File: config.mk
export PLATFORM = sky130hd
export DESIGN_NAME = uart_transmitter
export DESIGN_NICKNAME = d
export VERILOG_FILES = /design/src/rtl/uart_transmitter.sv
export SDC_FILE = /design/constraint.sdc
export NUM_CORES = 1
export LEC_CHECK = 0
export ABC_CLOCK_PERIOD_IN_PS = 2900
export CAP_MARGIN = 10
export CORE_ASPECT_RATIO = 2
export CORE_MARGIN = 2
export CORE_UTILIZATION = 45
export DETAILED_ROUTE_END_ITERATION = 12
export GPL_TIMING_DRIVEN = 0
export HOLD_SLACK_MARGIN = 0.12
export PLACE_DENSITY = 0.67
export SLEW_MARGIN = 20
export SYNTH_ARGS = -nofsm -noshare
export SYNTH_HDL_FRONTEND = slang
export SYNTH_SLANG_ARGS = --single-unit
File: constraint.sdc
create_clock -name clk -period 2.9 [get_ports clk]
set_input_delay 0.29 -clock clk [delete_from_list [all_inputs] [get_ports clk]]
set_output_delay 0.29 -clock clk [all_outputs]
set_load 0.005 [all_outputs]
File: src/rtl/uart_transmitter.sv
// 8N1 UART transmitter fed by a small circular transmit FIFO.
// Frames are sent LSB first, back to back while bytes remain queued; serial_out is registered.
module uart_transmitter #(
    parameter int CLKS_PER_BIT = 434,
    parameter int FIFO_DEPTH   = 4
) (
    input  logic       clk,
    input  logic       reset,
    input  logic [7:0] data_in,
    input  logic       data_load,
    output logic       serial_out,
    output logic       tx_ready,
    output logic       tx_busy,
    output logic       tx_done
);
    localparam int CW = (CLKS_PER_BIT > 1) ? $clog2(CLKS_PER_BIT) : 1;
    localparam int PW = (FIFO_DEPTH > 1) ? $clog2(FIFO_DEPTH) : 1;
    localparam logic [CW-1:0] CNT_LAST  = CW'(CLKS_PER_BIT - 1);
    localparam logic [PW:0]   FIFO_FULL = (PW + 1)'(FIFO_DEPTH);

    typedef enum logic [1:0] {IDLE, START, DATA, STOP} state_t;

    state_t          state_reg, state_next;
    logic [7:0]      fifo_mem [FIFO_DEPTH];
    logic [PW-1:0]   wr_ptr_reg, rd_ptr_reg;
    logic [PW:0]     count_reg, count_next;
    logic [CW-1:0]   clk_cnt_reg, clk_cnt_next;
    logic [2:0]      bit_cnt_reg, bit_cnt_next;
    logic [7:0]      shift_reg, shift_next;
    logic            serial_out_reg, serial_out_next;
    logic            tx_done_reg, tx_done_next;
    logic            fifo_empty, wr_en, pop, bit_end;

    assign fifo_empty = (count_reg == '0);
    assign tx_ready   = (count_reg != FIFO_FULL);
    assign wr_en      = data_load && tx_ready;
    assign bit_end    = (clk_cnt_reg == CNT_LAST);
    assign tx_busy    = !((state_reg == IDLE) && fifo_empty);
    assign serial_out = serial_out_reg;
    assign tx_done    = tx_done_reg;

    // Storage has no reset so it maps onto plain RAM; the head byte is registered into shift_reg on pop.
    always_ff @(posedge clk) begin
        if (reset && wr_en) begin
            fifo_mem[wr_ptr_reg] <= data_in;
        end
    end

    always_ff @(posedge clk) begin
        if (!reset) begin
            state_reg      <= IDLE;
            wr_ptr_reg     <= '0;
            rd_ptr_reg     <= '0;
            count_reg      <= '0;
            clk_cnt_reg    <= '0;
            bit_cnt_reg    <= '0;
            shift_reg      <= '0;
            serial_out_reg <= 1'b1;
            tx_done_reg    <= 1'b0;
        end else begin
            state_reg      <= state_next;
            count_reg      <= count_next;
            clk_cnt_reg    <= clk_cnt_next;
            bit_cnt_reg    <= bit_cnt_next;
            shift_reg      <= shift_next;
            serial_out_reg <= serial_out_next;
            tx_done_reg    <= tx_done_next;
            if (wr_en) begin
                wr_ptr_reg <= wr_ptr_reg + PW'(1);
            end
            if (pop) begin
                rd_ptr_reg <= rd_ptr_reg + PW'(1);
            end
        end
    end

    always_comb begin
        state_next   = state_reg;
        clk_cnt_next = clk_cnt_reg;
        bit_cnt_next = bit_cnt_reg;
        shift_next   = shift_reg;
        pop          = 1'b0;
        case (state_reg)
            IDLE: begin
                if (!fifo_empty) begin
                    pop          = 1'b1;
                    shift_next   = fifo_mem[rd_ptr_reg];
                    bit_cnt_next = '0;
                    clk_cnt_next = '0;
                    state_next   = START;
                end
            end
            START: begin
                if (bit_end) begin
                    clk_cnt_next = '0;
                    state_next   = DATA;
                end else begin
                    clk_cnt_next = clk_cnt_reg + CW'(1);
                end
            end
            DATA: begin
                if (bit_end) begin
                    clk_cnt_next = '0;
                    shift_next   = {1'b0, shift_reg[7:1]};
                    bit_cnt_next = bit_cnt_reg + 3'd1;
                    if (bit_cnt_reg == 3'd7) begin
                        state_next = STOP;
                    end
                end else begin
                    clk_cnt_next = clk_cnt_reg + CW'(1);
                end
            end
            STOP: begin
                if (bit_end) begin
                    clk_cnt_next = '0;
                    // Chain straight into the next frame when data is waiting.
                    if (!fifo_empty) begin
                        pop          = 1'b1;
                        shift_next   = fifo_mem[rd_ptr_reg];
                        bit_cnt_next = '0;
                        state_next   = START;
                    end else begin
                        state_next   = IDLE;
                    end
                end else begin
                    clk_cnt_next = clk_cnt_reg + CW'(1);
                end
            end
            default: state_next = IDLE;
        endcase
    end

    always_comb begin
        count_next = count_reg;
        if (wr_en && !pop) begin
            count_next = count_reg + (PW + 1)'(1);
        end else if (!wr_en && pop) begin
            count_next = count_reg - (PW + 1)'(1);
        end
    end

    // Line level follows the state being entered so it changes on the same edge as the state.
    always_comb begin
        serial_out_next = 1'b1;
        case (state_next)
            START:   serial_out_next = 1'b0;
            DATA:    serial_out_next = shift_next[0];
            default: serial_out_next = 1'b1;
        endcase
        tx_done_next = (state_reg == STOP) && bit_end;
    end
endmodule

==> run_results.csv <==
group,metric,value,unit
timing,rsz0062_at_grt,"no",
worst_setup_path,cp_slowest_cell,"fa_1",
floorplanning,io_pins,15,
finish,largest_register_ffs,32,
timing,slew_headroom,62.7,%
hold_path,min_from,"shift_reg[7]$_SDFFE_PN0P_",
yosys,yosysWarnings,0,
timing,finalClockSkew,0.00633,ns
yosys,synth_area_per_cell,11.8,um^2
yosys,syn_area,0.00297,mm^2
floorplanning,core_region_area,0.00636,mm^2
timing,hold_viol_final,0,
clock_network,clockBufferDepth,2,
finish,layout_common_cells,"dfxtp_1, edfxtp_1, nor2_1",
place,gp_congestion,0.747,
grt,antenna_found_initial,0,
power_and_ir_drop,pwr-share-clk,32.4,%
power_and_ir_drop,p_per_area,965,mW/mm^2
finish,diodes,0,
grt,grt-ovfl-total,0,
power_and_ir_drop,combPwrFrac,32.8,%
worst_setup_path,crit_chain,"inv_1 -> ha_1 -> and4b_1 -> buf_6 -> a31oi_4 -> nor3_2 -> inv_1 -> ha_1 -> inv_1 -> fa_1 -> xor2_1 -> or3_1 -> a21oi_1",
worst_setup_path,r2r_start,"clk_cnt_reg[1]$_SDFFE_PN0P_",
floorplanning,initial_core_util,46.7,%
drt,drtIter0Drc,68,
worst_setup_path,critPathLaunchType,"register",
grt,track_usage,18.0,%
yosys,synth-seq-cells,65,
power_and_ir_drop,peakVddDrop,0.000533,V
worst_setup_path,crit_family,"adder cells",
clock_network,cts.repair.resized,0,
drt,detail_route.wl_per_cell,15.1,um
power_and_ir_drop,leakage,1.32,nW
floorplanning,die_w,61.4,um
floorplanning,die-area,0.00730,mm^2
yosys,async_reset_ff_share,0,%
yosys,syn_nets,277,
yosys,synth-edff-count,32,
worst_setup_path,crit_path_frequent_cell,"inv_1",
clock_network,clkLatencyLatePin,0.33,ns
power_and_ir_drop,switching_share,31.5,%
finish,syn2layout_area_growth,18.9,%
drt,wl,5560,um
power_and_ir_drop,p_sw,1.07,mW
clock_network,cts_tree,"built",
grt,grt_pass1_wl,9460,um
timing,clock.fmax,390,MHz
yosys,synthFlopType,"dfxtp_1",
clock_network,ctsHoldBuffers,0,
floorplanning,die_y,119,um
worst_setup_path,critical_path_required,3.16,ns
yosys,ys_seq_area_share,54.6,%
timing,fin_setup_tns,0,ns
finish,layout_commonest_cell,"dfxtp_1",
floorplanning,rows,41,
clock_network,cts-root-buf,"clkbuf_16",
clock_network,htree_num_levels,3,
timing,hold_slack,0.481,ns
yosys,ys_types,40,
outcome,outcome,"completed",
place,numPortBuffers,14,
worst_setup_path,cp_max_fo,6,
worst_setup_path,arrival,2.83,ns
worst_setup_path,cp-end-kind,"register",
timing,min_period,2.56,ns
place,dp_hpwl,4010,um
hold_path,hold_path_class,"register to register",
drt,drt-pass1-iter-count,4,
timing,final_max_slew_viol_count,0,
power_and_ir_drop,internal_power,2.33,mW
worst_setup_path,slowest_delay,0.37,ns
worst_setup_path,path_class,"register to register",
yosys,syn_inst,252,
drt,route.vias.total,1979,
grt,grt_max_degree,12,
drt,ant_nets,0,
finish,drive_gt1_share,12.4,%
timing,period_share,88.4,%
drt,drc,0,
worst_setup_path,startpoint,"clk_cnt_reg[1]$_SDFFE_PN0P_",
clock_network,cts.sinks,65,
clock_network,clk_pin_slew,0.05,ns
worst_setup_path,worst-path-buf-inv,4,
power_and_ir_drop,p_seq_share,34.7,%
clock_network,cts_buffers,9,
timing,setup_viol,0,
finish,finalNetCount,303,
clock_network,cts_setup_buffers,0,
run,drv_cap,0,
timing,worst_slew_pin_slew,0.555,ns
grt,grt_pass1_vias,2009,
drt,avgViaCountPerCell,5.36,
[power groups by stage]
stage | clock network (mW) | registers [mW] | logic, mW
4_1_cts | 1.13 | 1.18 | 1.12
3_5_place_dp | 0 | 1.20 | 1.11
5_1_grt | 1.18 | 1.20 | 1.25
6_report | 1.10 | 1.18 | 1.12
3_3_place_gp | 0 | 1.20 | 1.09
2_1_floorplan | 0 | 1.18 | 0.850
[cells in the mapped netlist (all sizes together) (2+ instances only)]
master  number  area share (%)
a21oi       13             2.3
mux4         8             6.1
buf          6             1.6
ha          13             5.5
dfxtp       33              22
o21ai       16             2.7
xnor2        2            0.59
a31oi        5             1.6
nand2       14             1.8
nor3b        5             1.3
nand3        2            0.34
a22o         7             2.1
and3        10             2.1
clkbuf       5            0.63
mux2i        8             2.7
or3          2            0.42
and2         5             1.2
a21o         2            0.51
inv          9             1.1
nor2        31             3.9
xor2         3            0.89
edfxtp      32              32
nor3         6             1.3
a22oi        2            0.51
o22ai        4            0.84
[logic make-up after synthesis]
group | count (synthesis) | synth area share, %
compound gates | 54 | 12.1
mux | 16 | 8.77
simple gates | 78 | 13.5
flops | 65 | 54.6
buf+inv | 20 | 3.37
fa+ha+maj | 14 | 6.16
xor+xnor | 5 | 1.48
[final timing paths]
| kind | end | slack [ns] | cells past startpoint |
|---|---|---|---|
| worst max-delay path | count_reg[2]$_SDFFE_PN0P_ | 0.34 | 13 |
| worst min-delay path | shift_reg[7]$_SDFFE_PN0P_ | 0.48 | 2 |
| worst max register to register | count_reg[2]$_SDFFE_PN0P_ | 0.34 | 13 |
| worst min register to register | shift_reg[7]$_SDFFE_PN0P_ | 0.48 | 2 |
[worst min-delay path: stages (launching register included)]
cell and delay [ns]:
dfxtp_1 0.30, o21ai_0 0.07, a21oi_1 0.06
[stage by stage]
step	setup slack (ns)	cell area [um^2]	instances	utilization, %	power [mW]
after floorplan	0.423	2970	252	-	2.03
after global placement	0.171	3220	352	50.6	2.29
after detailed placement	0.163	3220	352	50.6	2.31
after CTS	0.117	3520	368	55.4	3.44
after global routing	0.146	3530	369	55.5	3.63
final	0.337	3530	369	55.5	3.40
[cell type report]
type | instances | area, um^2
well taps | 86 | 108
repair buffers | 15 | 148
flip-flops and latches | 65 | 1620
clock inverters | 5 | 72.6
fillers | 593 | 2830
clock buffers | 11 | 233
plain buffers | 11 | 66.3
inverters | 9 | 33.8
multi-input cells | 167 | 1250
[per-layer routing]
| layer | wire [um] | part of all wire [%] | up-vias | global-route usage (%) |
|---|---|---|---|---|
| met5 | 0 | 0 | - | 0 |
| met4 | 130 | 2.3 | 0 | 8.64 |
| met3 | 150 | 2.7 | 13 | 6.30 |
| met1 | 2090 | 37 | 954 | 18.5 |
| li1 | - | - | 982 | - |
| met2 | 3190 | 57 | 30 | 30.7 |
Note: power is estimated with default switching activity, not from simulation.
